File: src/rtl/core_pkg.sv
// rtl/core_pkg.sv - shared constants, ALU op encodings and control bundle for the RV32 pipeline
package core_pkg;

    localparam int XLEN   = 32;
    localparam int REG_AW = 5;

    typedef enum logic [1:0] {
        ALU_OP_ADD   = 2'b00,
        ALU_OP_BRSUB = 2'b01,
        ALU_OP_RTYPE = 2'b10,
        ALU_OP_ITYPE = 2'b11
    } alu_op_e;

    typedef struct packed {
        logic       regWrite;
        logic       memToReg;
        logic       memRead;
        logic       memWrite;
        logic       aluSrc;
        logic [1:0] aluOp;
    } ctrl_t;

    // x0 is hardwired to zero, so a write to it can never be a forwarding source.
    function automatic logic wbHits(input logic wbWe,
                                    input logic [REG_AW-1:0] wbRd,
                                    input logic [REG_AW-1:0] srcAddr);
        return wbWe && (wbRd != '0) && (wbRd == srcAddr);
    endfunction

endpackage

File: src/rtl/wb_capture_mux.sv
// rtl/wb_capture_mux.sv - selects write-back data over base operand when MEM/WB targets the source
module wb_capture_mux
    import core_pkg::*;
#(
    parameter int XLEN   = core_pkg::XLEN,
    parameter int REG_AW = core_pkg::REG_AW
) (
    input  logic [REG_AW-1:0] srcAddr,
    input  logic [XLEN-1:0]   baseData,
    input  logic              wbRegWrite,
    input  logic [REG_AW-1:0] wbRd,
    input  logic [XLEN-1:0]   wbData,
    output logic [XLEN-1:0]   selData
);

    always_comb begin
        selData = baseData;
        if (wbHits(wbRegWrite, wbRd, srcAddr)) begin
            selData = wbData;
        end
    end

endmodule

File: src/rtl/id_ex_pipe_reg.sv
// rtl/id_ex_pipe_reg.sv - ID/EX pipeline register with stall, flush and write-back capture
module id_ex_pipe_reg
    import core_pkg::*;
#(
    parameter int XLEN   = core_pkg::XLEN,
    parameter int REG_AW = core_pkg::REG_AW
) (
    input  logic              clk_i,
    input  logic              rst_i,
    input  logic              stall_i,
    input  logic              flush_i,
    input  logic [XLEN-1:0]   pc_i,
    input  logic [XLEN-1:0]   rs1_data_i,
    input  logic [XLEN-1:0]   rs2_data_i,
    input  logic [XLEN-1:0]   imm_i,
    input  logic [REG_AW-1:0] rs1_addr_i,
    input  logic [REG_AW-1:0] rs2_addr_i,
    input  logic [REG_AW-1:0] rd_addr_i,
    input  logic [9:0]        funct_i,
    input  logic              reg_write_i,
    input  logic              mem_to_reg_i,
    input  logic              mem_read_i,
    input  logic              mem_write_i,
    input  logic              alu_src_i,
    input  logic [1:0]        alu_op_i,
    input  logic              wb_reg_write_i,
    input  logic [REG_AW-1:0] wb_rd_i,
    input  logic [XLEN-1:0]   wb_data_i,
    output logic [XLEN-1:0]   pc_o,
    output logic [XLEN-1:0]   rs1_data_o,
    output logic [XLEN-1:0]   rs2_data_o,
    output logic [XLEN-1:0]   imm_o,
    output logic [REG_AW-1:0] rs1_addr_o,
    output logic [REG_AW-1:0] rs2_addr_o,
    output logic [REG_AW-1:0] rd_addr_o,
    output logic [9:0]        funct_o,
    output logic              reg_write_o,
    output logic              mem_to_reg_o,
    output logic              mem_read_o,
    output logic              mem_write_o,
    output logic              alu_src_o,
    output logic [1:0]        alu_op_o,
    output logic              valid_o
);

    ctrl_t             ctrlQ;
    logic [XLEN-1:0]   rs1Next;
    logic [XLEN-1:0]   rs2Next;
    logic [REG_AW-1:0] rs1Src;
    logic [REG_AW-1:0] rs2Src;
    logic [XLEN-1:0]   rs1Base;
    logic [XLEN-1:0]   rs2Base;

    // While stalled the held instruction's sources are matched, so a retiring producer refreshes them.
    assign rs1Src  = stall_i ? rs1_addr_o : rs1_addr_i;
    assign rs2Src  = stall_i ? rs2_addr_o : rs2_addr_i;
    assign rs1Base = stall_i ? rs1_data_o : rs1_data_i;
    assign rs2Base = stall_i ? rs2_data_o : rs2_data_i;

    wb_capture_mux #(.XLEN(XLEN), .REG_AW(REG_AW)) u_rs1Capture (
        .srcAddr    (rs1Src),
        .baseData   (rs1Base),
        .wbRegWrite (wb_reg_write_i),
        .wbRd       (wb_rd_i),
        .wbData     (wb_data_i),
        .selData    (rs1Next)
    );

    wb_capture_mux #(.XLEN(XLEN), .REG_AW(REG_AW)) u_rs2Capture (
        .srcAddr    (rs2Src),
        .baseData   (rs2Base),
        .wbRegWrite (wb_reg_write_i),
        .wbRd       (wb_rd_i),
        .wbData     (wb_data_i),
        .selData    (rs2Next)
    );

    always_ff @(posedge clk_i) begin
        if (rst_i || flush_i) begin
            pc_o       <= '0;
            rs1_data_o <= '0;
            rs2_data_o <= '0;
            imm_o      <= '0;
            rs1_addr_o <= '0;
            rs2_addr_o <= '0;
            rd_addr_o  <= '0;
            funct_o    <= '0;
            ctrlQ      <= '0;
            valid_o    <= 1'b0;
        end else begin
            rs1_data_o <= rs1Next;
            rs2_data_o <= rs2Next;
            if (!stall_i) begin
                pc_o       <= pc_i;
                imm_o      <= imm_i;
                rs1_addr_o <= rs1_addr_i;
                rs2_addr_o <= rs2_addr_i;
                rd_addr_o  <= rd_addr_i;
                funct_o    <= funct_i;
                ctrlQ      <= '{regWrite: reg_write_i && (rd_addr_i != '0),
                                memToReg: mem_to_reg_i,
                                memRead:  mem_read_i,
                                memWrite: mem_write_i,
                                aluSrc:   alu_src_i,
                                aluOp:    alu_op_i};
                valid_o    <= 1'b1;
            end
        end
    end

    assign reg_write_o  = ctrlQ.regWrite;
    assign mem_to_reg_o = ctrlQ.memToReg;
    assign mem_read_o   = ctrlQ.memRead;
    assign mem_write_o  = ctrlQ.memWrite;
    assign alu_src_o    = ctrlQ.aluSrc;
    assign alu_op_o     = ctrlQ.aluOp;

endmodule

File: config.mk
export PLATFORM = sky130hd
export DESIGN_NAME = id_ex_pipe_reg
export DESIGN_NICKNAME = d
export VERILOG_FILES = /design/src/rtl/core_pkg.sv /design/src/rtl/wb_capture_mux.sv /design/src/rtl/id_ex_pipe_reg.sv
export SDC_FILE = /design/constraint.sdc
export NUM_CORES = 1
export LEC_CHECK = 0
export ABC_CLOCK_PERIOD_IN_PS = 3650
export BUFFER_PORTS_ARGS = -buffer_cell sky130_fd_sc_hd__buf_2
export CELL_PAD_IN_SITES_DETAIL_PLACEMENT = 0
export CELL_PAD_IN_SITES_GLOBAL_PLACEMENT = 1
export CORE_MARGIN = 4
export CORE_UTILIZATION = 35
export CTS_CLUSTER_DIAMETER = 50
export DETAILED_ROUTE_END_ITERATION = 16
export HOLD_SLACK_MARGIN = 0.06
export PLACE_DENSITY_LB_ADDON = 0.08
export SLEW_MARGIN = 20
export SYNTH_ARGS = -nofsm -noshare
export SYNTH_HDL_FRONTEND = slang
export SYNTH_SLANG_ARGS = --single-unit
File: constraint.sdc
create_clock -name clk_i -period 3.65 [get_ports clk_i]
set_input_delay 0.365 -clock clk_i [delete_from_list [all_inputs] [get_ports clk_i]]
set_output_delay 0.365 -clock clk_i [all_outputs]
set_load 0.01 [all_outputs]
==> results of run 1 <==
## layout by cell type, fill, tap and decap left out, types with 3 or more instances in the layout
master     netlist  final
inv_6            0      5
clkinv_4         0      4
buf_2            8    361
nor3_1          64     64
a211oi_1         4      4
nor2_1          97     97
xor2_1          10     10
clkbuf_16        0     17
diode_2          0      3
a211oi_2        60     60
mux2i_1        157    157
buf_4            0     10
dfxtp_1        161    161
## registers in the layout, indices dropped and copies added (netlist names)
register      count
imm_o            32
pc_o             32
rs1_data_o       32
rs2_data_o       32
funct_o          10
rd_addr_o         5
rs1_addr_o        5
rs2_addr_o        5
alu_op_o          2
alu_src_o         1
mem_read_o        1
mem_to_reg_o      1
mem_write_o       1
reg_write_o       1
valid_o           1
## per-layer routing
layer  vias up  GRT usage, %  part of all wire [%]
li1       2888             -                     -
met1      2793          22.2                    38
met2       236          35.6                    51
met3        25          8.54                   9.3
met4         6          6.06                   1.3
met5         -             0                  0.15
## layout make-up
| cell class | instances | area [um2] |
|---|---|---|
| Tap cell | 260 | 325 |
| Clock inverter | 15 | 174 |
| Clock buffer | 17 | 425 |
| Timing Repair Buffer | 373 | 1920 |
| Antenna cell | 3 | 7.51 |
| Inverter | 1 | 3.75 |
| Fill cell | 1851 | 9560 |
| Sequential cell | 161 | 3220 |
| Multi-Input combinational cell | 407 | 3250 |
## worst register-to-register path: stages, from the launching register on
cell and delay (ns):
dfxtp_1 0.32, mux2i_1 0.22, xor2_1 0.10, nand4_1 0.10, buf_4 0.35, or2_2 0.86
a211oi_2 0.19
## through the flow
stage,std cells,setup WS [ns],power (W),utilization (%)
floorplan,625,1.77,0.00219,-
global placement,1201,0.945,0.00242,46.1
detailed placement,1201,0.915,0.00243,46.1
CTS,1233,1.28,0.00427,49.2
global route,1237,1.13,0.00440,49.4
finish,1237,1.35,0.00422,49.4
## worst paths after layout
| check | start | to | slack (ns) | depth (start not counted) |
|---|---|---|---|---|
| worst min register to register | valid_o | valid_o | 0.45 | 2 |
| worst max-delay path | rs1_addr_o[3] | rs1_data_o[20] | 1.35 | 6 |
| worst max register to register | rs1_addr_o[3] | rs1_data_o[20] | 1.35 | 6 |
| worst min-delay path | pc_i[19] | pc_o[19] | 0.17 | 3 |
## report_power, final
group	total, W	switching (W)	internal [W]
sequential	0.00185	0.0000321	0.00182
combinational	0.000537	0.000291	0.000245
clock	0.00183	0.000798	0.00103
total	0.00422	0.00112	0.00310
## logic make-up after synthesis
group	count (synthesis)
AOI/OAI and AO/OA	68
buffers and inverters	57
and+or+nand+nor	170
muxes	159
xor gates and xnor gates	10
DFF	161
==> flow_metrics.env, run 1 <==
export IMPL_synth_adder_area_share_pct=0
export IMPL_synth_commonest_cells="161 x dfxtp_1, 157 x mux2i_1, 97 x nor2_1"
export IMPL_setup_viol_count_final=0
export IMPL_place_area_mm2=0.00870
export IMPL_fin_crit_sh_pct=63.0
export IMPL_synth_top_family_by_area="multiplexers"
export IMPL_cap_viol_max_count=0
export IMPL_first_pass_iters=4
export IMPL_grt_max_degree=86
export IMPL_synth_edff_count=0
export IMPL_synthSimpleGateAreaFrac_pct=11.0
export IMPL_synth_most_common_cell="dfxtp_1"
export IMPL_p_leak_nw=4.58
export IMPL_die_y_um=147
export IMPL_num_vias=5948
export IMPL_synth_seq_cells=161
export IMPL_htreeDepth=4
export IMPL_critPathMaxFanout=33
export IMPL_area_growth_pct=37.8
export IMPL_dp_final_hpwl_um=16500
export IMPL_timing_fmax_mhz=435
export IMPL_cts_tree="built"
export IMPL_avgRoutedWirePerCell_um=18.0
export IMPL_first_iter_violations=201
export IMPL_grt_pass1_vias=6259
export IMPL_holdWs_ns=0.169
export IMPL_hp_class="input port to register"
export IMPL_postCtsSetupBuffers=0
export IMPL_ys_flop_type="dfxtp_1"
export IMPL_ioPinCount=363
export IMPL_synth_area_mux_share_pct=23.9
export IMPL_cts_repair_resized=0
export IMPL_hold_violations=0
export IMPL_synth_cell_types=20
export IMPL_path_class="register to register"
export IMPL_synth_yosys_seq_area_share_pct=47.6
export IMPL_synth_compound_area_share_pct=11.9
export IMPL_yosysTopAreaCellShare_pct=47.6
export IMPL_drive_gt1_share_pct=48.5
export IMPL_clk_path_buf_depth=2
export IMPL_viasPerCell=4.81
export IMPL_start_kind="register"
export IMPL_drc=0
export IMPL_cp_top_family="simple AND/OR/NAND/NOR gates"
export IMPL_numCtsBuffers=17
export IMPL_period_minus_slack_ns=2.30
export IMPL_die_w_um=147
export IMPL_rsz0062_at_grt="no"
export IMPL_synth_area_per_cell_um2=10.8
export IMPL_syn_inst=625
export IMPL_worstPathRequired_ns=3.91
export IMPL_cp_end_kind="register"
export IMPL_cp_cell_sequence="mux2i_1 > xor2_1 > nand4_1 > buf_4 > or2_2 > a211oi_2"
export IMPL_dieArea_mm2=0.0216
export IMPL_synthXorXnorAreaFrac_pct=1.29
export IMPL_place_congestion=0.769
export IMPL_peakVddDrop_mv=0.305
export IMPL_yosys_warnings=0
export IMPL_slew_headroom_pct=29.0
export IMPL_antenna_left=0
export IMPL_antenna_found_initial=7
export IMPL_grt_util_all_layers_pct=20.2
export IMPL_slew_viol_final=0
export IMPL_critPathBufInv=1
export IMPL_clock_skew_ns=0.00946
export IMPL_gr_total_overflow=0
export IMPL_cts_sinks=161
export IMPL_cts_root_buf="clkbuf_16"
export IMPL_synthTopCellsByArea="dfxtp_1 48%, mux2i_1 23%, a211oi_2 11%"
export IMPL_power_density_mw_per_mm2=452
export IMPL_finalSetupTns_ns=0
export IMPL_clk_pin_slew_ns=0.07
export IMPL_tightest_slew_ns=1.06
export IMPL_run_status="completed"
export IMPL_rows=50
export IMPL_synth_fp_nets=827
export IMPL_syn_area_mm2=0.00677
export IMPL_design_area_mm2=0.00934
export IMPL_clk_latency_ns=0.42
export IMPL_portBuffers=362
export IMPL_nNetsFinal=1163
export IMPL_cpPeakStageDelay_ns=0.85
export IMPL_synthArstFlopShare_pct=0
export IMPL_grt_pass1_wl_um=34700
export IMPL_cpMaxStageDelayCell="or2_2"
export IMPL_routed_wirelength_um=22300
export IMPL_holdBufCountCts=0
export IMPL_arrival_ns=2.56
export IMPL_core_mm2=0.0189
export IMPL_start_util_pct=35.8
export IMPL_synth_area_leader_cell="dfxtp_1"
Power figures use the tool's default switching activity.
==> run 2, diff against run 1 <==
--- a/config.mk
+++ b/config.mk
@@ -5,12 +5,13 @@
 export SDC_FILE = /design/constraint.sdc
 export NUM_CORES = 1
 export LEC_CHECK = 0
-export ABC_CLOCK_PERIOD_IN_PS = 3650
+export ABC_AREA = 1
+export ABC_CLOCK_PERIOD_IN_PS = 2240
 export BUFFER_PORTS_ARGS = -buffer_cell sky130_fd_sc_hd__buf_2
 export CELL_PAD_IN_SITES_DETAIL_PLACEMENT = 0
 export CELL_PAD_IN_SITES_GLOBAL_PLACEMENT = 1
 export CORE_MARGIN = 4
-export CORE_UTILIZATION = 35
+export CORE_UTILIZATION = 31
 export CTS_CLUSTER_DIAMETER = 50
 export DETAILED_ROUTE_END_ITERATION = 16
 export HOLD_SLACK_MARGIN = 0.06
==> constraint.sdc (replaced) <==
create_clock -name clk_i -period 2.24 [get_ports clk_i]
set_input_delay 0.224 -clock clk_i [delete_from_list [all_inputs] [get_ports clk_i]]
set_output_delay 0.224 -clock clk_i [all_outputs]
set_load 0.01 [all_outputs]
==> run 2 against run 1 <==
Effect of this change: routed wire length rose by 27%; combinational power rose by 100%; clock power rose by 78%; synthesized cell count rose by 66%; global-route usage rose by 1.2 points; setup slack got worse by 0.60 ns; fmax rose by 55%; design area rose by 14%; via count rose by 38%.
==> flow_metrics.env, run 2 <==
export IMPL_grt_pass1_vias=8163
export IMPL_grt_max_degree=98
export IMPL_antenna_left=0
export IMPL_clk_pin_slew_ns=0.07
export IMPL_routed_wirelength_um=28200
export IMPL_critPathMaxFanout=51
export IMPL_gr_total_overflow=0
export IMPL_setup_viol_count_final=0
export IMPL_postCtsSetupBuffers=0
export IMPL_arrival_ns=1.83
export IMPL_dieArea_mm2=0.0254
export IMPL_htreeDepth=4
export IMPL_p_leak_nw=5.39
export IMPL_ys_flop_type="dfxtp_1"
export IMPL_yosys_warnings=0
export IMPL_num_vias=8218
export IMPL_cp_end_kind="register"
export IMPL_synth_most_common_cell="nand2_1"
export IMPL_period_minus_slack_ns=1.49
export IMPL_dp_final_hpwl_um=19700
export IMPL_first_iter_violations=486
export IMPL_rrSetupSlack_ns=0.75
export IMPL_slew_viol_final=0
export IMPL_clock_skew_ns=0.00917
export IMPL_cts_root_buf="clkbuf_16"
export IMPL_first_pass_iters=7
export IMPL_drc=0
export IMPL_synth_area_per_cell_um2=6.83
export IMPL_design_area_mm2=0.0106
export IMPL_core_mm2=0.0226
export IMPL_worstPathRequired_ns=2.59
export IMPL_cap_viol_max_count=0
export IMPL_portBuffers=362
export IMPL_hold_start="alu_op_i[1]"
export IMPL_cts_sinks=161
export IMPL_min_path_cells=3
export IMPL_synth_cell_types=17
export IMPL_grt_pass1_wl_um=44400
export IMPL_yosysTopAreaCellShare_pct=45.4
export IMPL_tightest_slew_ns=0.738
export IMPL_synthTopCellsByArea="dfxtp_1 45%, nand2_1 22%, a21oi_1 11%"
export IMPL_hold_violations=0
export IMPL_place_area_mm2=0.00913
export IMPL_drive_gt1_share_pct=29.0
export IMPL_r2r_start="rs1_addr_o[3]"
export IMPL_clk_latency_ns=0.43
export IMPL_synth_commonest_cells="414 x nand2_1, 161 x dfxtp_1, 156 x a21oi_1"
export IMPL_synthArstFlopShare_pct=0
export IMPL_power_density_mw_per_mm2=692
export IMPL_timing_fmax_mhz=673
export IMPL_rows=55
export IMPL_fin_crit_sh_pct=66.4
export IMPL_viasPerCell=4.70
export IMPL_reg2regPathDepth=10
export IMPL_layout_commonest_cell="nand2_1"
export IMPL_cts_tree="built"
export IMPL_path_class="register to register"
export IMPL_slew_headroom_pct=50.8
export IMPL_syn_inst=1039
export IMPL_clk_path_buf_depth=2
export IMPL_synth_seq_cells=161
export IMPL_finalSetupTns_ns=0
export IMPL_hp_class="input port to register"
export IMPL_die_y_um=159
export IMPL_grt_util_all_layers_pct=21.4
export IMPL_synth_area_leader_cell="dfxtp_1"
export IMPL_seqCellArea_mm2=0.00322
export IMPL_fillers=2439
export IMPL_utilization_pct=47.1
export IMPL_antenna_found_initial=3
export IMPL_start_util_pct=31.5
export IMPL_nNetsFinal=1649
export IMPL_numCtsBuffers=17
export IMPL_synth_yosys_seq_area_share_pct=45.4
export IMPL_ioPinCount=363
export IMPL_holdBufCountCts=85
export IMPL_cts_repair_resized=0
export IMPL_rsz0062_at_grt="no"
export IMPL_place_congestion=0.798
export IMPL_area_growth_pct=49.8
export IMPL_syn_area_mm2=0.00710
export IMPL_final_cell_mix="414 x nand2_1, 361 x buf_2, 161 x dfxtp_1"
export IMPL_r2r_end="rs1_data_o[25]"
export IMPL_die_w_um=159
export IMPL_start_kind="register"
export IMPL_multi_input_area_mm2=0.00327
export IMPL_avgRoutedWirePerCell_um=16.2
export IMPL_peakVddDrop_mv=0.466
export IMPL_power_w=0.00736
export IMPL_synth_edff_count=0
export IMPL_synth_fp_nets=1241
export IMPL_run_status="completed"
export IMPL_worstHoldEndpoint="alu_op_o[1]"
run 2: power breakdown:
part	internal [W]	leakage [nW]	total (W)	switching (W)
combinational	0.000475	3.77	0.00110	0.000624
clock	0.00191	0.310	0.00325	0.00134
sequential	0.00296	1.31	0.00301	0.0000492
total	0.00535	5.39	0.00736	0.00201
run 2: critical path, cell delays in order (launching register included):
cell     delay [ns]
dfxtp_1        0.33
inv_1          0.06
nand2_1        0.07
nand3_1        0.09
nand2_1        0.08
nor2_1         0.19
nand3_4        0.11
buf_12         0.19
nand2_1        0.09
nand2_1        0.05
a21oi_1        0.13
run 2: worst max-delay path by stage:
stage                     slack, ns  depth (start not counted)             end     startpoint
final                          0.75                         10  rs1_data_o[25]  rs1_addr_o[3]
after global routing           0.61                         10  rs1_data_o[11]  rs1_addr_o[3]
after CTS                      0.74                         11  rs1_data_o[10]  rs1_addr_o[3]
after detailed placement       0.46                         10  rs1_data_o[25]        stall_i
after global placement         0.48                         10  rs1_data_o[17]        stall_i
after floorplan                0.75                         13   rs1_data_o[1]        stall_i
run 2: cell families after synthesis:
| kind of cell | Yosys count | synth area share, % |
|---|---|---|
| AND/OR/NAND/NOR | 580 | 34.6 |
| flip-flops | 161 | 45.4 |
| AO/OA/AOI/OAI | 162 | 11.4 |
| buffers and inverters | 136 | 8.56 |
run 2: final cells by class:
cell class                 instances  share of cell area, %
timing repair buffer             469                   27.4
tap                              285                   3.35
inverter                          56                   2.05
multi-input combinational        742                   30.7
sequential                       161                   30.3
clock buffer                      18                   4.03
antenna                            2                 0.0470
clock inverter                    14                   2.07
run 2: through the flow:
stage	std cells	worst slack [ns]	hold WS (ns)
finish	1747	0.753	0.0867
detailed placement	1628	0.463	0.452
global placement	1628	0.483	0.443
global route	1747	0.609	0.0870
floorplan	1039	0.753	0.369
CTS	1745	0.741	0.0688
run 2: metal layers:
layer	part of all wire [%]	vias up	track usage, %	wire [um]
li1	-	4175	-	-
met1	41	3707	25.9	11600
met2	48	293	36.0	13600
met3	8.1	41	6.99	2290
met4	2.4	2	7.18	679
met5	0.053	-	0	15
==> run 3, diff against run 2 <==
--- a/config.mk
+++ b/config.mk
@@ -6,7 +6,7 @@
 export NUM_CORES = 1
 export LEC_CHECK = 0
 export ABC_AREA = 1
-export ABC_CLOCK_PERIOD_IN_PS = 2240
+export ABC_CLOCK_PERIOD_IN_PS = 1550
 export BUFFER_PORTS_ARGS = -buffer_cell sky130_fd_sc_hd__buf_2
 export CELL_PAD_IN_SITES_DETAIL_PLACEMENT = 0
 export CELL_PAD_IN_SITES_GLOBAL_PLACEMENT = 1
==> constraint.sdc (replaced) <==
create_clock -name clk_i -period 1.55 [get_ports clk_i]
set_input_delay 0.155 -clock clk_i [delete_from_list [all_inputs] [get_ports clk_i]]
set_output_delay 0.155 -clock clk_i [all_outputs]
set_load 0.01 [all_outputs]
==> run 3 against run 2 <==
Effect of this change: sequential power rose by 45%; largest cell class is now buffers; largest power group unchanged; hold slack got worse by 0.017 ns; clock power up 35%; fmax shrank 3.4%; clock skew rose by 0.00061 ns.
==> flow_metrics.env, run 3 (synthesis results as in run 2) <==
export IMPL_rrSetupSlack_ns=0.01
export IMPL_clk_path_buf_depth=2
export IMPL_layout_commonest_cell="nand2_1"
export IMPL_grt_max_degree=103
export IMPL_fin_crit_sh_pct=99.2
export IMPL_dp_final_hpwl_um=19800
export IMPL_avgRoutedWirePerCell_um=16.9
export IMPL_numCtsBuffers=17
export IMPL_antenna_found_initial=2
export IMPL_cap_viol_max_count=0
export IMPL_num_vias=8501
export IMPL_first_pass_iters=4
export IMPL_place_congestion=0.799
export IMPL_fillers=2335
export IMPL_die_y_um=159
export IMPL_hold_start="rs1_data_i[29]"
export IMPL_start_util_pct=31.5
export IMPL_cts_root_buf="clkbuf_16"
export IMPL_core_mm2=0.0226
export IMPL_placed_cells=1643
export IMPL_reg2regPathDepth=11
export IMPL_p_leak_nw=5.77
export IMPL_utilization_pct=51.1
export IMPL_worstPathRequired_ns=1.83
export IMPL_clock_skew_ns=0.00978
export IMPL_period_minus_slack_ns=1.54
export IMPL_arrival_ns=1.82
export IMPL_cp_end_kind="register"
export IMPL_hp_class="input port to register"
export IMPL_drc=0
export IMPL_peakVddDrop_mv=0.675
export IMPL_multi_input_area_mm2=0.00344
export IMPL_ioPinCount=363
export IMPL_routed_wirelength_um=30400
export IMPL_cts_tree="built"
export IMPL_critPathMaxFanout=7
export IMPL_grt_util_all_layers_pct=21.6
export IMPL_htreeDepth=4
export IMPL_r2r_start="rs2_addr_o[3]"
export IMPL_worstHoldEndpoint="rs1_data_o[29]"
export IMPL_start_kind="register"
export IMPL_stdcell_count=1802
export IMPL_clk_latency_ns=0.43
export IMPL_portBuffers=362
export IMPL_r2r_end="rs2_data_o[26]"
export IMPL_slew_headroom_pct=49.0
export IMPL_grt_pass1_vias=8282
export IMPL_rsz0062_at_grt="yes"
export IMPL_rows=55
export IMPL_run_status="completed"
export IMPL_power_density_mw_per_mm2=919
export IMPL_tightest_slew_ns=0.765
export IMPL_seqCellArea_mm2=0.00323
export IMPL_first_iter_violations=518
export IMPL_finalSetupTns_ns=0
export IMPL_min_path_cells=5
export IMPL_die_w_um=159
export IMPL_cts_sinks=161
export IMPL_dieArea_mm2=0.0254
export IMPL_antenna_left=0
export IMPL_final_cell_mix="396 x nand2_1, 361 x buf_2, 156 x dfxtp_1"
export IMPL_slew_viol_final=0
export IMPL_viasPerCell=4.72
export IMPL_grt_pass1_wl_um=44600
export IMPL_area_growth_pct=62.5
export IMPL_path_class="register to register"
export IMPL_setup_viol_count_final=0
export IMPL_drive_gt1_share_pct=34.1
export IMPL_power_w=0.0106
export IMPL_timing_fmax_mhz=650
export IMPL_clk_pin_slew_ns=0.07
export IMPL_holdWs_ns=0.0697
export IMPL_nNetsFinal=1705
export IMPL_gr_total_overflow=0
export IMPL_hold_violations=0
run 3: area by class of cell:
type | count | area share (%)
clock inverters | 14 | 1.44
diodes | 1 | 0.0217
inverters | 56 | 1.89
clock buffers | 18 | 3.72
well taps | 285 | 3.09
flip-flops and latches | 161 | 28.0
repair buffers | 525 | 32.0
multi-input cells | 742 | 29.8
run 3: worst max-delay path: stages (launching register included):
cell       delay [ns]
dfxtp_2          0.35
inv_2            0.04
nand2_2          0.06
nand2_2          0.05
nand2_1          0.06
nand2_2          0.06
nor2_4           0.15
nand3_4          0.12
clkbuf_16        0.20
clkbuf_16        0.16
nand3_1          0.06
a21oi_1          0.08
run 3: what timing repair did:
action                                  4_1_cts  5_1_grt
hold buffers                                 98        0
resized for setup                             0       55
setup buffers                                 0       10
hold endpoints to repair                     97        0
endpoints found under the setup margin        0       64
run 3: per-layer routing:
metal | global-route usage (%) | up-vias | share of wire, %
met1 | 25.8 | 3854 | 40
met4 | 7.10 | 2 | 2.7
li1 | - | 4293 | -
met3 | 7.48 | 49 | 8.2
met2 | 36.4 | 303 | 49
met5 | 0 | - | 0.059
run 3: worst max-delay path by stage:
| stage | start | endpoint | slack, ns | cells past startpoint |
|---|---|---|---|---|
| after floorplan | stall_i | rs1_data_o[1] | 0.13 | 13 |
| after global placement | stall_i | rs1_data_o[17] | -0.08 | 13 |
| after detailed placement | stall_i | rs1_data_o[17] | -0.1 | 13 |
| after CTS | rs2_addr_o[3] | rs2_data_o[26] | 0.03 | 11 |
| after global routing | rs1_addr_o[0] | rs1_data_o[12] | -0.1 | 11 |
| final | rs2_addr_o[3] | rs2_data_o[26] | 0.01 | 11 |
run 3: metrics by stage:
stage / area [um2] / setup WS [ns]
after floorplan: 7100 / 0.132
after global placement: 9300 / -0.0810
after detailed placement: 9300 / -0.0990
after CTS: 10900 / 0.0262
after global routing: 11500 / -0.0973
final: 11500 / 0.0117
run 3: where the power goes:
group	switching [W]	internal, W	total (W)	leakage, nW
logic	0.000997	0.000858	0.00185	4.17
clock network	0.00196	0.00244	0.00439	0.288
registers	0.0000738	0.00428	0.00435	1.31
